==> config.mk <==
export PLATFORM = sky130hd
export DESIGN_NAME = npu_load_scheduler
export DESIGN_NICKNAME = d
export VERILOG_FILES = /design/src/rtl/npu_sched_pkg.sv /design/src/rtl/npu_line_packer.sv /design/src/rtl/npu_load_scheduler.sv
export SDC_FILE = /design/constraint.sdc
export NUM_CORES = 1
export LEC_CHECK = 0
export ABC_AREA = 1
export CAP_MARGIN = 20
export CORE_MARGIN = 4
export CORE_UTILIZATION = 47
export CTS_CLUSTER_SIZE = 14
export DETAILED_ROUTE_END_ITERATION = 7
export HOLD_SLACK_MARGIN = 0.08
export PLACE_DENSITY = 0.76
export SLEW_MARGIN = 10
export SYNTH_ARGS = -nofsm -noshare
export SYNTH_HDL_FRONTEND = slang
export SYNTH_SLANG_ARGS = --single-unit
==> constraint.sdc <==
create_clock -name clk -period 2 [get_ports clk]
set_input_delay 0.5 -clock clk [delete_from_list [all_inputs] [get_ports clk]]
set_output_delay 0.5 -clock clk [all_outputs]
set_load 0.1 [all_outputs]
==> src/rtl/npu_sched_pkg.sv <==
// Shared types and constants for the NPU load scheduler.
// Line counts, region selects and per-region helpers.
package npu_sched_pkg;

    localparam int NPU_DATA_WIDTH = 256;
    localparam int WORD_W         = 16;
    localparam int WORDS_PER_LINE = NPU_DATA_WIDTH / WORD_W;
    localparam int CNT_W          = $clog2(WORDS_PER_LINE);
    localparam int HID_LINES      = 490;
    localparam int OUT_LINES      = 10;
    localparam int IN_LINES       = 49;
    localparam int NUM_RESULTS    = 10;
    localparam int ADDR_W         = 9;
    localparam int IDX_W          = 4;

    localparam logic [1:0] SEL_HID = 2'd0;
    localparam logic [1:0] SEL_OUT = 2'd1;
    localparam logic [1:0] SEL_IN  = 2'd2;

    localparam logic [ADDR_W-1:0] HID_LAST = ADDR_W'(HID_LINES - 1);
    localparam logic [ADDR_W-1:0] OUT_LAST = ADDR_W'(OUT_LINES - 1);
    localparam logic [ADDR_W-1:0] IN_LAST  = ADDR_W'(IN_LINES - 1);

    typedef enum logic [2:0] {
        LOAD_HID,
        LOAD_OUT,
        LOAD_IN,
        START,
        COMPUTE,
        TX_REQ,
        TX_WAIT,
        DONE
    } state_e;

    function automatic logic [1:0] region_sel(state_e s);
        logic [1:0] sel;
        unique case (s)
            LOAD_OUT: sel = SEL_OUT;
            LOAD_IN:  sel = SEL_IN;
            default:  sel = SEL_HID;
        endcase
        return sel;
    endfunction

    function automatic logic [ADDR_W-1:0] region_last(state_e s);
        logic [ADDR_W-1:0] last;
        unique case (s)
            LOAD_OUT: last = OUT_LAST;
            LOAD_IN:  last = IN_LAST;
            default:  last = HID_LAST;
        endcase
        return last;
    endfunction

    function automatic state_e region_next(state_e s);
        state_e nxt;
        unique case (s)
            LOAD_HID: nxt = LOAD_OUT;
            LOAD_OUT: nxt = LOAD_IN;
            default:  nxt = START;
        endcase
        return nxt;
    endfunction

endpackage

==> src/rtl/npu_line_packer.sv <==
// Shifts 16-bit words into a 256-bit line, newest word on top.
// The line strobe is combinational with the 16th accepted word.
module npu_line_packer
    import npu_sched_pkg::*;
(
    input  logic                      clk,
    input  logic                      rst_ni,
    input  logic                      flush_i,
    input  logic                      word_valid_i,
    input  logic [WORD_W-1:0]         word_data_i,
    output logic                      line_vld_o,
    output logic [NPU_DATA_WIDTH-1:0] line_o,
    output logic [CNT_W-1:0]          cnt_o
);

    logic [NPU_DATA_WIDTH-1:0] buf_q, buf_d;
    logic [CNT_W-1:0]          cnt_q, cnt_d;
    logic [NPU_DATA_WIDTH-1:0] shifted;

    assign shifted = {word_data_i, buf_q[NPU_DATA_WIDTH-1:WORD_W]};

    always_comb begin
        buf_d = buf_q;
        cnt_d = cnt_q;
        if (flush_i) begin
            buf_d = '0;
            cnt_d = '0;
        end else if (word_valid_i) begin
            buf_d = shifted;
            cnt_d = cnt_q + CNT_W'(1);
        end
    end

    always_ff @(posedge clk or negedge rst_ni) begin
        if (!rst_ni) begin
            buf_q <= '0;
            cnt_q <= '0;
        end else begin
            buf_q <= buf_d;
            cnt_q <= cnt_d;
        end
    end

    assign line_vld_o = word_valid_i && !flush_i &&
                        (cnt_q == CNT_W'(WORDS_PER_LINE - 1));
    assign line_o     = shifted;
    assign cnt_o      = cnt_q;

endmodule

==> src/rtl/npu_load_scheduler.sv <==
// NPU sequencer: loads weight/input stores, starts the core,
// then hands the 10 output results to the SPI slave one by one.
module npu_load_scheduler
    import npu_sched_pkg::*;
(
    input  logic                      clk,
    input  logic                      reset_b,
    input  logic                      soft_reset,
    input  logic                      word_valid,
    input  logic [WORD_W-1:0]         word_data,
    input  logic                      debug_wr_en,
    input  logic [NPU_DATA_WIDTH-1:0] debug_data,
    output logic                      line_wr_en,
    output logic [1:0]                line_wr_sel,
    output logic [ADDR_W-1:0]         line_wr_addr,
    output logic [NPU_DATA_WIDTH-1:0] line_wr_data,
    output logic                      calc_start,
    input  logic                      calc_done,
    input  logic                      res_wr_en,
    input  logic [IDX_W-1:0]          res_wr_idx,
    input  logic [WORD_W-1:0]         res_wr_data,
    output logic                      start_transmission,
    output logic [WORD_W-1:0]         tx_data,
    input  logic                      tx_done,
    output logic                      busy,
    output logic                      proto_err
);

    state_e                    state_q, state_d;
    logic [ADDR_W-1:0]         addr_q, addr_d;
    logic [IDX_W-1:0]          tx_idx_q, tx_idx_d;
    logic [1:0]                gap_q, gap_d;
    logic                      err_q, err_d;
    logic                      wr_en_q, wr_en_d;
    logic [1:0]                wr_sel_q, wr_sel_d;
    logic [ADDR_W-1:0]         wr_addr_q, wr_addr_d;
    logic [NPU_DATA_WIDTH-1:0] wr_data_q, wr_data_d;
    logic                      calc_start_q, calc_start_d;
    logic                      start_tx_q, start_tx_d;
    logic [WORD_W-1:0]         tx_data_q, tx_data_d;
    logic [WORD_W-1:0]         res_q [NUM_RESULTS];
    logic [WORD_W-1:0]         res_d [NUM_RESULTS];

    logic                      load;
    logic                      dbg;
    logic                      pk_line;
    logic [NPU_DATA_WIDTH-1:0] pk_data;
    logic [CNT_W-1:0]          pk_cnt;
    logic                      line_evt;
    logic [NPU_DATA_WIDTH-1:0] line_data;

    assign load = (state_q == LOAD_HID) || (state_q == LOAD_OUT) ||
                  (state_q == LOAD_IN);
    assign dbg  = load && debug_wr_en;

    // A debug line discards any partial word packing.
    npu_line_packer u_pack (
        .clk          (clk),
        .rst_ni       (reset_b),
        .flush_i      (soft_reset || dbg),
        .word_valid_i (load && word_valid),
        .word_data_i  (word_data),
        .line_vld_o   (pk_line),
        .line_o       (pk_data),
        .cnt_o        (pk_cnt)
    );

    assign line_evt  = dbg || pk_line;
    assign line_data = dbg ? debug_data : pk_data;

    always_comb begin
        state_d      = state_q;
        addr_d       = addr_q;
        tx_idx_d     = tx_idx_q;
        gap_d        = gap_q;
        err_d        = err_q;
        wr_en_d      = 1'b0;
        wr_sel_d     = wr_sel_q;
        wr_addr_d    = wr_addr_q;
        wr_data_d    = wr_data_q;
        calc_start_d = 1'b0;
        start_tx_d   = 1'b0;
        tx_data_d    = tx_data_q;
        res_d        = res_q;
        unique case (state_q)
            LOAD_HID, LOAD_OUT, LOAD_IN: begin
                if (line_evt) begin
                    wr_en_d   = 1'b1;
                    wr_sel_d  = region_sel(state_q);
                    wr_addr_d = addr_q;
                    wr_data_d = line_data;
                    if (addr_q == region_last(state_q)) begin
                        addr_d  = '0;
                        state_d = region_next(state_q);
                    end else begin
                        addr_d = addr_q + ADDR_W'(1);
                    end
                end
                if (dbg && (word_valid || pk_cnt != '0)) err_d = 1'b1;
            end
            START: begin
                calc_start_d = 1'b1;
                state_d      = COMPUTE;
            end
            COMPUTE: begin
                if (res_wr_en) begin
                    if (res_wr_idx < IDX_W'(NUM_RESULTS))
                        res_d[res_wr_idx] = res_wr_data;
                    else
                        err_d = 1'b1;
                end
                if (calc_done) state_d = TX_REQ;
            end
            TX_REQ: begin
                tx_data_d  = res_q[tx_idx_q];
                start_tx_d = 1'b1;
                state_d    = TX_WAIT;
            end
            TX_WAIT: begin
                if (gap_q != 2'd0) begin
                    gap_d = gap_q - 2'd1;
                    if (gap_q == 2'd1) state_d = TX_REQ;
                end else if (tx_done) begin
                    tx_idx_d = tx_idx_q + IDX_W'(1);
                    if (tx_idx_q == IDX_W'(NUM_RESULTS - 1))
                        state_d = DONE;
                    else
                        gap_d = 2'd2;
                end
            end
            DONE: begin
            end
            default: state_d = LOAD_HID;
        endcase
        if (!load && (word_valid || debug_wr_en)) err_d = 1'b1;
        if (soft_reset) begin
            state_d   = LOAD_HID;
            addr_d    = '0;
            tx_idx_d  = '0;
            gap_d     = '0;
            err_d     = 1'b0;
            wr_en_d   = 1'b0;
            wr_sel_d  = '0;
            wr_addr_d = '0;
            wr_data_d = '0;
            calc_start_d = 1'b0;
            start_tx_d   = 1'b0;
            tx_data_d    = '0;
            res_d        = '{default: '0};
        end
    end

    always_ff @(posedge clk or negedge reset_b) begin
        if (!reset_b) begin
            state_q      <= LOAD_HID;
            addr_q       <= '0;
            tx_idx_q     <= '0;
            gap_q        <= '0;
            err_q        <= 1'b0;
            wr_en_q      <= 1'b0;
            wr_sel_q     <= '0;
            wr_addr_q    <= '0;
            wr_data_q    <= '0;
            calc_start_q <= 1'b0;
            start_tx_q   <= 1'b0;
            tx_data_q    <= '0;
            for (int i = 0; i < NUM_RESULTS; i++) res_q[i] <= '0;
        end else begin
            state_q      <= state_d;
            addr_q       <= addr_d;
            tx_idx_q     <= tx_idx_d;
            gap_q        <= gap_d;
            err_q        <= err_d;
            wr_en_q      <= wr_en_d;
            wr_sel_q     <= wr_sel_d;
            wr_addr_q    <= wr_addr_d;
            wr_data_q    <= wr_data_d;
            calc_start_q <= calc_start_d;
            start_tx_q   <= start_tx_d;
            tx_data_q    <= tx_data_d;
            res_q        <= res_d;
        end
    end

    assign line_wr_en         = wr_en_q;
    assign line_wr_sel        = wr_sel_q;
    assign line_wr_addr       = wr_addr_q;
    assign line_wr_data       = wr_data_q;
    assign calc_start         = calc_start_q;
    assign start_transmission = start_tx_q;
    assign tx_data            = tx_data_q;
    assign proto_err          = err_q;
    assign busy = !((state_q == LOAD_HID) && (pk_cnt == '0));

endmodule

# [Word level (Yosys, flattened, before mapping)]
# Index checks and enable logic that the tools add are counted.
[word_totals] out_inout_bits=288 regBits=725
[op_classes] bitwise_logic=2 addsub=4 n_mux=66 n_lt_le_gt_ge=4 n_reduce_logical=40 eq_ne=21
[op_table] op="2-to-1 mux 256 bit" n=6
[op_table] op="2-to-1 mux 160 bit" n=4
[op_table] op="bitwise mux 160 bit" n=1
[op_table] op="2-to-1 mux 9 bit" n=9
[op_table] op="2-to-1 mux 16 bit" n=5
[op_table] op="binary-select mux 16 bit (select 4 bit)" n=1
[op_table] op="demux 16 bit (select 4 bit)" n=1
[op_table] op="2-to-1 mux 3 bit" n=8
[op_table] op="2-to-1 mux 4 bit" n=6
[op_table] op="!= test 4 bit, second input constant" n=6
[op_table] op="nonzero test 2 bit" n=10
[op_table] op="case mux 9 bit (2 select lines)" n=1
[op_table] op="2-to-1 mux 2 bit" n=8
[op_table] op="case mux 3 bit (5 select lines)" n=1
[op_table] op="2-to-1 mux 1 bit" n=12
[op_table] op="!= test 3 bit, second input constant" n=4
[op_table] op="greater-or-equal comparator 5 bit, second input constant" n=2
[op_table] op="inverter 4 -> 5 bit" n=2
[op_table] op="adder 9 x 1 -> 9 bit, second input constant" n=1
[op_table] op="== test 3 bit, second input constant" n=3
[op_table] op="== test 9 bit" n=1
[op_table] op="AND reduction 3 bit" n=3
[op_table] op="adder 4 x 1 -> 4 bit, second input constant" n=2
[op_table] op="== test 4 bit, second input constant" n=2
[op_table] op="other kinds (21)" n=38

# [Logic depth before layout (Yosys ltp)]
[depth] word_depth=16 ltp_mapped=13 depth_no_buf=12

# [Modules after synthesis]
# A second synthesis with hierarchy kept.
[unflattened] hier_cells=3090 area_unflattened_um2=31534.0
[modules_own_cells] mod="npu_load_scheduler" area_per_inst_um2=21539.4 n_inst=1 cells_each=2258
[modules_own_cells] mod="npu_line_packer" area_per_inst_um2=9994.6 n_inst=1 cells_each=832

# [Worst setup path before layout]
# OpenSTA, ideal clock, no wires.
[synth_timing] kind="register -> output" start="register state_q[0]" end="output busy" arrival_ns=1.727 path_stages_with_launch=6 path_buffers=1 slack_ns=-0.227 t_required_ns=1.500 path_cell_list="dfrtp_1 > buf_2 > inv_1 > nand2_1 > nor2_1 > nand4_1"
[synth_between] elab_chain_cells=3
[synth_lines] item="from (decl)" line_no="npu_load_scheduler.sv:29" source="state_e state_q, state_d;"
[synth_lines] item="from (signal assigned)" line_no="npu_load_scheduler.sv:169" source="state_q <= state_d;"
[synth_lines] item="logical NOT 3 bit" line_no="npu_load_scheduler.sv:193" source="assign busy = !((state_q == LOAD_HID) && (pk_cnt == '0));"
[synth_lines] item="logical AND 1 bit" line_no="npu_load_scheduler.sv:193"
[synth_lines] item="logical NOT 1 bit" line_no="npu_load_scheduler.sv:193"
[synth_lines] item="to (decl)" line_no="npu_load_scheduler.sv:25" source="output logic busy,"
# No other way between the ends.

# [Worst setup path after layout]
[layout_timing] start="register state_q[1]" end="output busy"
# Same word-level chain as after synthesis.

==> key figures <==
Outcome
  – Outcome: finished, violations left
  – Failing checks: negative setup slack

Power
  – Leak Pwr: 19.4 nW
  – Net Switching: 19.6 mW
  – Overall power: 49.9 mW
  – Combinational share of power: 38.3%
  – P per Cell Area: 1140 nW/um^2
  – Peak supply drop: 0.731 mV
  – Clock network power share: 28.2%
  – Internal Power: 30.3 mW
  – Sequential share of power: 33.4%
  – Switching share of power: 39.2%

Worst setup path
  – Crit path max fanout: 2
  – Crit path kind: reg2out
  – CP startpoint kind: register
  – Worst EP arrival: 1.71 ns
  – WP data required: 1.50 ns
  – CP endpoint kind: output pin

CTS
  – Clk buf depth: 3
  – CTS tree: done
  – Clk_lat worst skew: 0.62 ns
  – Clk slew on worst S/H paths: 0.06 ns
  – H-tree depth: 3
  – Clk sinks: 709
  – Root Buffer: clkbuf_16
  – TritonCTS Buffers: 75

Floorplanning
  – Initial Utilization: 47.6%
  – Die extent in x: 261 um
  – IO Pins: 588
  – Die Ht: 261 um
  – Die Area: 68300 um^2
  – Row count: 92
  – Placeable core area: 63300 um^2

STA
  – Count of pins over their slew limit: 0
  – Measured slew at the worst slew-check pin: 0.530 ns
  – Final WS setup: -0.207 ns
  – Fin crit period: 2.21 ns
  – RSZ-0062 raised after global routing: yes
  – Slew HR: 64.3%
  – Fmax: 453 MHz
  – Max Clock Skew: 0.0318 ns
  – Final period util: 110%
  – # setup viols final: 1
  – TNS Setup: -0.207 ns
  – Final Hold Fails: 0

Drt
  – DR WL/cell: 21.4 um
  – DR pass1 iterations: 6
  – DR iter-0 viols: 3387
  – Via count: 27864
  – Routed Antenna Nets: 0
  – Vias per inst: 5.74
  – Final wirelength: 104000 um
  – DR DRC count: 0

Cells and area
  – Sequential cell area: 17700 um^2
  – Multi-input logic area: 9810 um^2
  – Area growth syn-to-layout: 45.8%
  – Fin util: 69.4%
  – Fillcell total: 4483
  – Nets@finish: 4256
  – Final Cell Area: 44000 um^2
  – Layout cells sized above 1: 15.6%

Job
  – Max_cap viols: 0

Global routing
  – GR Util All Layers: 29.4%
  – Vias in the first global route: 27421
  – Initial antenna violation count: 7
  – Largest net degree at the start of global routing: 96
  – Grt ovf: 0
  – Wire length of the first global-routing pass: 157000 um

Placement
  – Post-DP Area: 41400 um^2
  – GPL Wtd Cong: 0.889
  – Dpl hpwl: 74300 um
  – Port bufs: 587

Yosys
  – Area leader, netlist: dfrtp_1
  – Area contributors post-synth: dfrtp_1 (59%), o22ai_1 (7.8%), nand2_1 (6.1%)
  – Sequential element share of the synthesized area: 58.8%
  – Mapped Area: 30200 um^2
  – Unique masters post-synth: 30
  – Post-synth top area share: 58.8%
  – Mean Syn Cell Area: 9.05 um^2
  – Ys Warns: 0
  – Seq cells post-synth: 709
  – Synthesized Nets: 3640
  – Syn Inst Count: 3332

Worst hold path
  – HP Class: in2async
-- cell families (layout without fill, tap and decap cells) --
group                      Yosys count  count (layout)  synth area share, %
buffers and inverters              687            1358                 8.79
xor gates and xnor gates             2               2               0.0581
other                                0               6                    0
DFF                                709             709                 58.8
adders and majority gates            8               8                0.332
and+or+nand+nor                    956             956                 13.2
AOI/OAI and AO/OA                  954             954                 18.2
muxes                               16              16                0.531
-- cell type report --
cell class	instances	area share, %
Clock inverter	22	0.643
Sequential cell	709	40.4
Inverter	439	3.79
Multi-Input combinational cell	1936	22.3
Tap cell	846	2.41
Antenna cell	6	0.0342
Clock buffer	110	4.96
Timing Repair Buffer	787	25.5
-- worst paths after layout --
path,startpoint,to,slack [ns],cells after the start
setup / recovery,state_q[1],busy,-0.21,6
hold / removal,reset_b,res_q[32],0.37,2
hold reg to reg,tx_idx_q[3],tx_idx_q[3],0.46,1
setup reg to reg,state_q[0],line_wr_data[95],0.06,8
max in group asynchronous,reset_b,line_wr_data[90],0.76,4
min in group clk,tx_idx_q[3],tx_idx_q[3],0.46,1
-- critical path, cell delays in order, from the launching register on --
cell	delay (ns)
dfrtp_1	0.38
buf_6	0.13
inv_6	0.06
nand2_8	0.05
nor2_4	0.09
nand4_1	0.16
buf_12	0.21
-- per-stage QoR --
step | hold slack [ns] | setup slack, ns | cells
detailed placement | 0.409 | -0.309 | 4713
global placement | 0.407 | -0.341 | 4713
floorplan | 0.204 | -0.119 | 3332
global route | 0.395 | -0.261 | 4852
finish | 0.371 | -0.207 | 4855
CTS | 0.368 | -0.234 | 4849
-- power groups by stage --
stage          logic [mW]  clock network, mW  registers (mW)
2_1_floorplan        4.17                  0            23.4
3_3_place_gp         18.8                  0            16.9
5_1_grt              19.9               14.8            16.8
3_5_place_dp         19.0                  0            16.9
4_1_cts              19.1               14.2            16.7
6_report             19.1               14.1            16.7
-- Yosys cell counts --
master    count
a31oi_1     116
nand2_1     493
buf_2        55
o21ai_0     362
clkinv_1      3
o2111a_1      1
xor2_1        1
buf_1        24
o211ai_1     34
o21ai_1       2
buf_4         1
nand2_2      10
nor2_1      173
inv_1       431
o22ai_1     376
nand3_2       1
xnor2_1       1
ha_1          8
mux2i_1      16
nor3_1        4
o21a_1        1
nor4_4        1
o31ai_1       3
dfrtp_1     709
nor2_2        1
clkbuf_1    168
nand3_1     267
inv_2         5
a21oi_1      59
nand4_1       6
-- layout by cell type, fill, tap and decap left out, types with 76 or more instances in the layout --
master and n:
o22ai_1 376, buf_12 362, inv_1 429, nor2_1 172
nand2_1 491, dfrtp_1 708, nand3_1 267, o21ai_0 361
clkdlybuf4s50_1 298, clkbuf_16 76, buf_4 124, a31oi_1 116
-- registers in the layout (all words and copies together), names as in the netlist, 3 cells and up --
register      flops
addr_q            9
line_wr_addr      9
line_wr_data    256
res_q           160
state_q           3
tx_data          16
tx_idx_q          4
u_pack.buf_q    240
u_pack.cnt_o      4
-- timing repair --
item / CTS / global route
pin swaps: 3 / 0
resized for setup: 5 / 1
gates cloned: 0 / 0
setup endpoints to repair: 1 / 30
hold buffers: 1 / 0
endpoints found under the hold margin: 44 / 0
buffers inserted: 3 / 0
-- layer usage --
metal,up-vias,share of wire (%),GRT usage [%]
met3,259,9.2,6.52
met4,4,3.9,10.6
li1,12498,-,-
met1,13590,37,38.1
met2,1513,49,49.2
met5,-,0.025,0
No activity file was read; power rests on OpenSTA's default activity.
